$ cat src/rtl/result_display_pkg.sv
// rtl/result_display_pkg.sv - shared state encoding for the result display sequencer
package result_display_pkg;

  localparam int STATE_W = 2;

  typedef enum logic [STATE_W-1:0] {
    S_IDLE = 2'd0,
    S_SHOW = 2'd1,
    S_DONE = 2'd2
  } state_e;

  // Tag widths never collapse to zero so single-group/single-element builds still elaborate.
  function automatic int clog2_min1(input int n);
    return (n > 1) ? $clog2(n) : 1;
  endfunction

endpackage

$ cat src/rtl/result_display_seq_bank.sv
// rtl/result_display_seq_bank.sv - snapshot register array with load enable and {grp,idx} read mux
module result_bank
  import result_display_pkg::*;
#(
  parameter int DATA_W   = 8,
  parameter int N_GROUPS = 3,
  parameter int ELEMS    = 4,
  parameter int GRP_W    = clog2_min1(N_GROUPS),
  parameter int IDX_W    = clog2_min1(ELEMS)
) (
  input  logic                             clk,
  input  logic                             reset_n,
  input  logic                             load_i,
  input  logic [N_GROUPS*ELEMS*DATA_W-1:0] results_i,
  input  logic [GRP_W-1:0]                 grp_i,
  input  logic [IDX_W-1:0]                 idx_i,
  output logic [DATA_W-1:0]                word_o
);

  localparam int DEPTH = N_GROUPS * ELEMS;

  logic [DATA_W-1:0] mem_q [DEPTH];

  always_ff @(posedge clk or negedge reset_n) begin
    if (!reset_n) begin
      for (int k = 0; k < DEPTH; k++) mem_q[k] <= '0;
    end else if (load_i) begin
      for (int k = 0; k < DEPTH; k++) mem_q[k] <= results_i[k*DATA_W +: DATA_W];
    end
  end

  // Compare-and-select avoids a multiplier on the read path for non-power-of-two ELEMS.
  always_comb begin
    word_o = '0;
    for (int g = 0; g < N_GROUPS; g++) begin
      for (int e = 0; e < ELEMS; e++) begin
        if (grp_i == GRP_W'(g) && idx_i == IDX_W'(e)) word_o = mem_q[g*ELEMS + e];
      end
    end
  end

endmodule

$ cat src/rtl/result_display_seq.sv
// rtl/result_display_seq.sv - captures result groups and streams them as tagged words under valid/ready
module result_display_seq
  import result_display_pkg::*;
#(
  parameter int DATA_W   = 8,
  parameter int N_GROUPS = 3,
  parameter int ELEMS    = 4,
  localparam int GRP_W   = clog2_min1(N_GROUPS),
  localparam int IDX_W   = clog2_min1(ELEMS)
) (
  input  logic                             clk,
  input  logic                             reset_n,
  input  logic [N_GROUPS*ELEMS*DATA_W-1:0] results_i,
  input  logic                             capture_i,
  input  logic                             loop_i,
  input  logic                             abort_i,
  output logic [DATA_W-1:0]                dout_o,
  output logic                             dout_valid_o,
  input  logic                             dout_ready_i,
  output logic [GRP_W-1:0]                 grp_o,
  output logic [IDX_W-1:0]                 idx_o,
  output logic                             grp_last_o,
  output logic                             last_o,
  output logic                             done_o,
  output logic                             drop_o,
  output logic [STATE_W-1:0]               state_o
);

  localparam logic [GRP_W-1:0] GRP_MAX = GRP_W'(N_GROUPS - 1);
  localparam logic [IDX_W-1:0] IDX_MAX = IDX_W'(ELEMS - 1);

  state_e           state_q;
  logic [GRP_W-1:0] grp_q;
  logic [IDX_W-1:0] idx_q;
  logic             loop_q;
  logic             done_q;
  logic             drop_q;

  logic at_grp_end;
  logic at_last;
  logic load;

  assign at_grp_end = (idx_q == IDX_MAX);
  assign at_last    = at_grp_end && (grp_q == GRP_MAX);
  // A capture is honoured only outside SHOW and only when not overridden by abort.
  assign load       = capture_i && !abort_i && (state_q != S_SHOW);

  result_bank #(
    .DATA_W  (DATA_W),
    .N_GROUPS(N_GROUPS),
    .ELEMS   (ELEMS),
    .GRP_W   (GRP_W),
    .IDX_W   (IDX_W)
  ) u_bank (
    .clk      (clk),
    .reset_n  (reset_n),
    .load_i   (load),
    .results_i(results_i),
    .grp_i    (grp_q),
    .idx_i    (idx_q),
    .word_o   (dout_o)
  );

  always_ff @(posedge clk or negedge reset_n) begin
    if (!reset_n) begin
      state_q <= S_IDLE;
      grp_q   <= '0;
      idx_q   <= '0;
      loop_q  <= 1'b0;
      done_q  <= 1'b0;
      drop_q  <= 1'b0;
    end else if (abort_i) begin
      state_q <= S_IDLE;
      grp_q   <= '0;
      idx_q   <= '0;
      done_q  <= 1'b0;
      drop_q  <= 1'b0;
    end else begin
      done_q <= 1'b0;
      drop_q <= 1'b0;
      case (state_q)
        S_SHOW: begin
          drop_q <= capture_i;
          if (dout_ready_i) begin
            if (at_grp_end) begin
              idx_q <= '0;
              grp_q <= (grp_q == GRP_MAX) ? '0 : grp_q + 1'b1;
            end else begin
              idx_q <= idx_q + 1'b1;
            end
            if (at_last && !loop_q) begin
              state_q <= S_DONE;
              done_q  <= 1'b1;
            end
          end
        end
        default: begin
          if (capture_i) begin
            state_q <= S_SHOW;
            loop_q  <= loop_i;
            grp_q   <= '0;
            idx_q   <= '0;
          end else begin
            state_q <= S_IDLE;
          end
        end
      endcase
    end
  end

  assign dout_valid_o = (state_q == S_SHOW);
  assign grp_o        = grp_q;
  assign idx_o        = idx_q;
  assign grp_last_o   = dout_valid_o && at_grp_end;
  assign last_o       = dout_valid_o && at_last;
  assign done_o       = done_q;
  assign drop_o       = drop_q;
  assign state_o      = state_q;

endmodule

$ cat config.mk
export PLATFORM = sky130hd
export DESIGN_NAME = result_display_seq
export DESIGN_NICKNAME = d
export VERILOG_FILES = /design/src/rtl/result_display_pkg.sv /design/src/rtl/result_display_seq_bank.sv /design/src/rtl/result_display_seq.sv
export SDC_FILE = /design/constraint.sdc
export NUM_CORES = 1
export LEC_CHECK = 0
export ABC_AREA = 1
export CORE_MARGIN = 2
export CORE_UTILIZATION = 50
export CTS_CLUSTER_DIAMETER = 50
export DETAILED_ROUTE_END_ITERATION = 10
export GPL_TIMING_DRIVEN = 0
export PLACE_DENSITY = 0.8
export SYNTH_ARGS = -nofsm -noshare
export SYNTH_HDL_FRONTEND = slang
export SYNTH_SLANG_ARGS = --single-unit
$ cat constraint.sdc
create_clock -name clk -period 2.5 [get_ports clk]
set_clock_uncertainty 0.1 [all_clocks]
set_input_delay 0.375 -clock clk [delete_from_list [all_inputs] [get_ports clk]]
set_output_delay 0.375 -clock clk [all_outputs]
set_load 0.03 [all_outputs]
==> flow_metrics.py <==
metrics = {
    "setup_path": {
        "critPathRequiredTime_ns": 2.03,
        "r2r_cells": 6,
        "arrival_ns": 2.47,
        "r2r_end": "u_bank.mem_q[37]$_DFFE_PN0P_",
        "timing.rr.start": "state_o[1]$_DFFE_PN0P_",
        "endpoint_kind": "output port",
        "crit_type": "flip-flop to output port",
        "crit_fanout": 8,
        "rrSetupSlack_ns": 0.34,
        "crit_path_start_kind": "flip-flop",
    },
    "final_layout": {
        "drive_above_1_share_pct": 29.2,
        "diodes": 0,
        "final_common_cell": "nand2_1",
        "final_cell_mix": "nand2_1, clkdlybuf4s50_1, dfrtp_1",
        "finalNonFillerCells": 839,
        "syn2layout_area_growth_pct": 39.0,
        "final_nets": 805,
    },
    "global_route": {
        "grt_max_degree": 73,
        "grtUsageTotal_pct": 23.4,
        "grt_pass1_vias": 4390,
        "antenna_found_initial": 0,
        "grt-ovfl-total": 0,
        "grt_pass1_wl_um": 20400,
    },
    "logic_synthesis": {
        "ys_seq_elements": 105,
        "synth_edf_count": 0,
        "synth_flop_cell": "dfrtp_1",
        "yosys_warnings": 0,
        "syn_area_per_cell_um2": 9.42,
        "synth_seq_area_share_pct": 50.9,
        "synth_cell_types": 24,
        "netlist_instances": 548,
        "synthesis.nets": 654,
        "syn_area_mm2": 0.00516,
        "async_flop_share_pct": 100,
    },
    "hold_path": {
        "hold_class": "input port to asynchronous set/reset pin",
    },
    "floorplanning": {
        "die_w_um": 106,
        "core_area_mm2": 0.0102,
        "die_h_um": 106,
        "die-area_mm2": 0.0112,
        "rows": 37,
        "io_pins": 121,
        "start_util_pct": 50.7,
    },
    "power": {
        "power_density_mw_per_mm2": 632,
        "p_sw_uw": 1340,
        "clkPwrFrac_pct": 23.9,
        "pwr-share-comb_pct": 27.1,
        "p_seq_share_pct": 49.0,
        "p_int_uw": 3200,
        "swShare_pct": 29.4,
        "irDropWorstVdd_mv": 0.321,
        "p_leak_uw": 0.00328,
    },
    "routing": {
        "post-route-drc-count": 0,
        "via_count": 4391,
        "wirelength_um": 13800,
        "vias_per_cell": 5.23,
        "postRouteAntennaNets": 0,
        "drt-pass1-iter-count": 5,
        "wl_per_cell_um": 16.4,
        "drtIter0Drc": 168,
    },
    "sta": {
        "period_share_pct": 118,
        "fin_crit_ns": 2.94,
        "setup_viol": 8,
        "hold_viol": 0,
        "drv_slew": 0,
        "layout_setup_ws_ns": -0.441,
        "worst_slew_pin_slew_ns": 0.452,
        "clock.fmax_mhz": 340,
        "grt_setup_unrepaired": "yes",
        "slew_headroom_pct": 69.9,
        "setup_tns_ns": -2.80,
    },
    "clock_tree": {
        "clock_path_buffers": 2,
        "cts_tree": "built",
        "clk_latency_ns": 0.37,
        "cts_buffers": 9,
        "clkTransAtPathRegs_ns": 0.11,
        "htreeDepth": 3,
        "root_buffer": "clkbuf_8",
        "cts.sink_count": 105,
    },
    "outcome": {
        "status": "finished, violations left",
        "violations": "setup timing",
    },
    "place": {
        "dp_hpwl_um": 9480,
        "placed_cells_incl_taps": 805,
        "port_buffers": 120,
        "globalplace.congestion": 0.863,
    },
    "job": {
        "cap_violations": 0,
    },
}
sequential cells by signal, indices dropped and copies added (netlist names):
signal / flops
done_o: 1
u_bank.mem_q: 96
loop_q: 1
drop_o: 1
state_o: 2
idx_o: 2
grp_o: 2
stage by stage:
stage	total power [uW]	hold WS (ns)	worst slack (ns)	util [%]	cell area (um2)
finish	4540	0.401	-0.441	70.5	7180
floorplan	2870	-0.0206	0.00518	-	5160
CTS	4460	0.412	-0.302	68.5	6970
global route	4760	0.431	-0.560	70.5	7180
detailed placement	3370	0.258	-0.744	64.4	6560
global placement	3310	0.381	-2.85	64.2	6540
worst max-delay path, cell delays in order, from the launching register on:
cell	delay (ns)
dfrtp_2	0.47
inv_4	0.11
ha_4	0.18
nand2_8	0.08
buf_6	0.15
or2_1	0.24
nand3_2	0.09
nand4_1	0.10
nand2_1	0.09
nand2_1	0.05
nand2_1	0.05
nand2_1	0.06
nand2_1	0.08
nand2_1	0.08
nand2_1	0.08
nand2_1	0.07
buf_6	0.14
power by group through the flow:
stage	Clock, uW	Combinational [uW]	Sequential [uW]
detailed placement	0	1130	2250
finish	1080	1230	2220
floorplan	0	675	2200
global route	1160	1330	2260
global placement	0	1090	2230
CTS	1080	1170	2210
layout make-up:
type	count	area (um2)
multi-input combinational	376	2450
tap	136	170
inverter	46	184
sequential	105	2630
fill	740	3010
clock buffer	13	159
clock inverter	2	37.5
timing repair buffer	140	1400
buffer	21	141
metal layers:
metal	track usage, %	vias up	part of all wire, %
met4	11.7	0	3.4
li1	-	2071	-
met3	3.22	34	5.0
met5	0	-	0
met1	28.8	2118	40
met2	40.4	168	52
cell usage after synthesis, types with 4 or more instances:
library cell,n,area [um2]
nor2_2,5,31.3
ha_1,4,50.1
or2_2,6,37.5
inv_1,44,165
mux2_2,89,1000
buf_2,17,85.1
dfrtp_1,105,2630
nand4_1,9,56.3
a21oi_1,10,50.1
nand3_1,34,170
nor2_1,72,270
nand2_1,134,503
how the worst max path moves through the flow:
stage,start,end,slack (ns)
2_1_floorplan,idx_o[1]$_DFFE_PN0P_,dout_o[6],0.005
3_3_place_gp,reset_n,u_bank.mem_q[3]$_DFFE_PN0P_,-2.85
3_5_place_dp,idx_o[0]$_DFFE_PN0P_,dout_o[3],-0.74
4_1_cts,idx_o[0]$_DFFE_PN0P_,dout_o[6],-0.30
5_1_grt,idx_o[0]$_DFFE_PN0P_,dout_o[6],-0.56
6_report,idx_o[0]$_DFFE_PN0P_,dout_o[6],-0.44
cells by family after synthesis:
group / after synthesis / share of synthesized area (%)
muxes: 89 / 19.4
buffers and inverters: 68 / 5.52
DFF: 105 / 50.9
and+or+nand+nor: 267 / 21.7
adders and majority gates: 4 / 0.969
AOI/OAI and AO/OA: 15 / 1.50
timing repair:
item / in CTS / in global routing
pin swaps: 10 / 16
gates cloned: 1 / 1
resized for setup: 93 / 43
hold endpoints to repair: 33 / 0
hold buffers: 1 / 0
buffers inserted: 9 / 8
setup endpoints to repair: 9 / 9
Note: power is estimated with default switching activity, not from simulation.
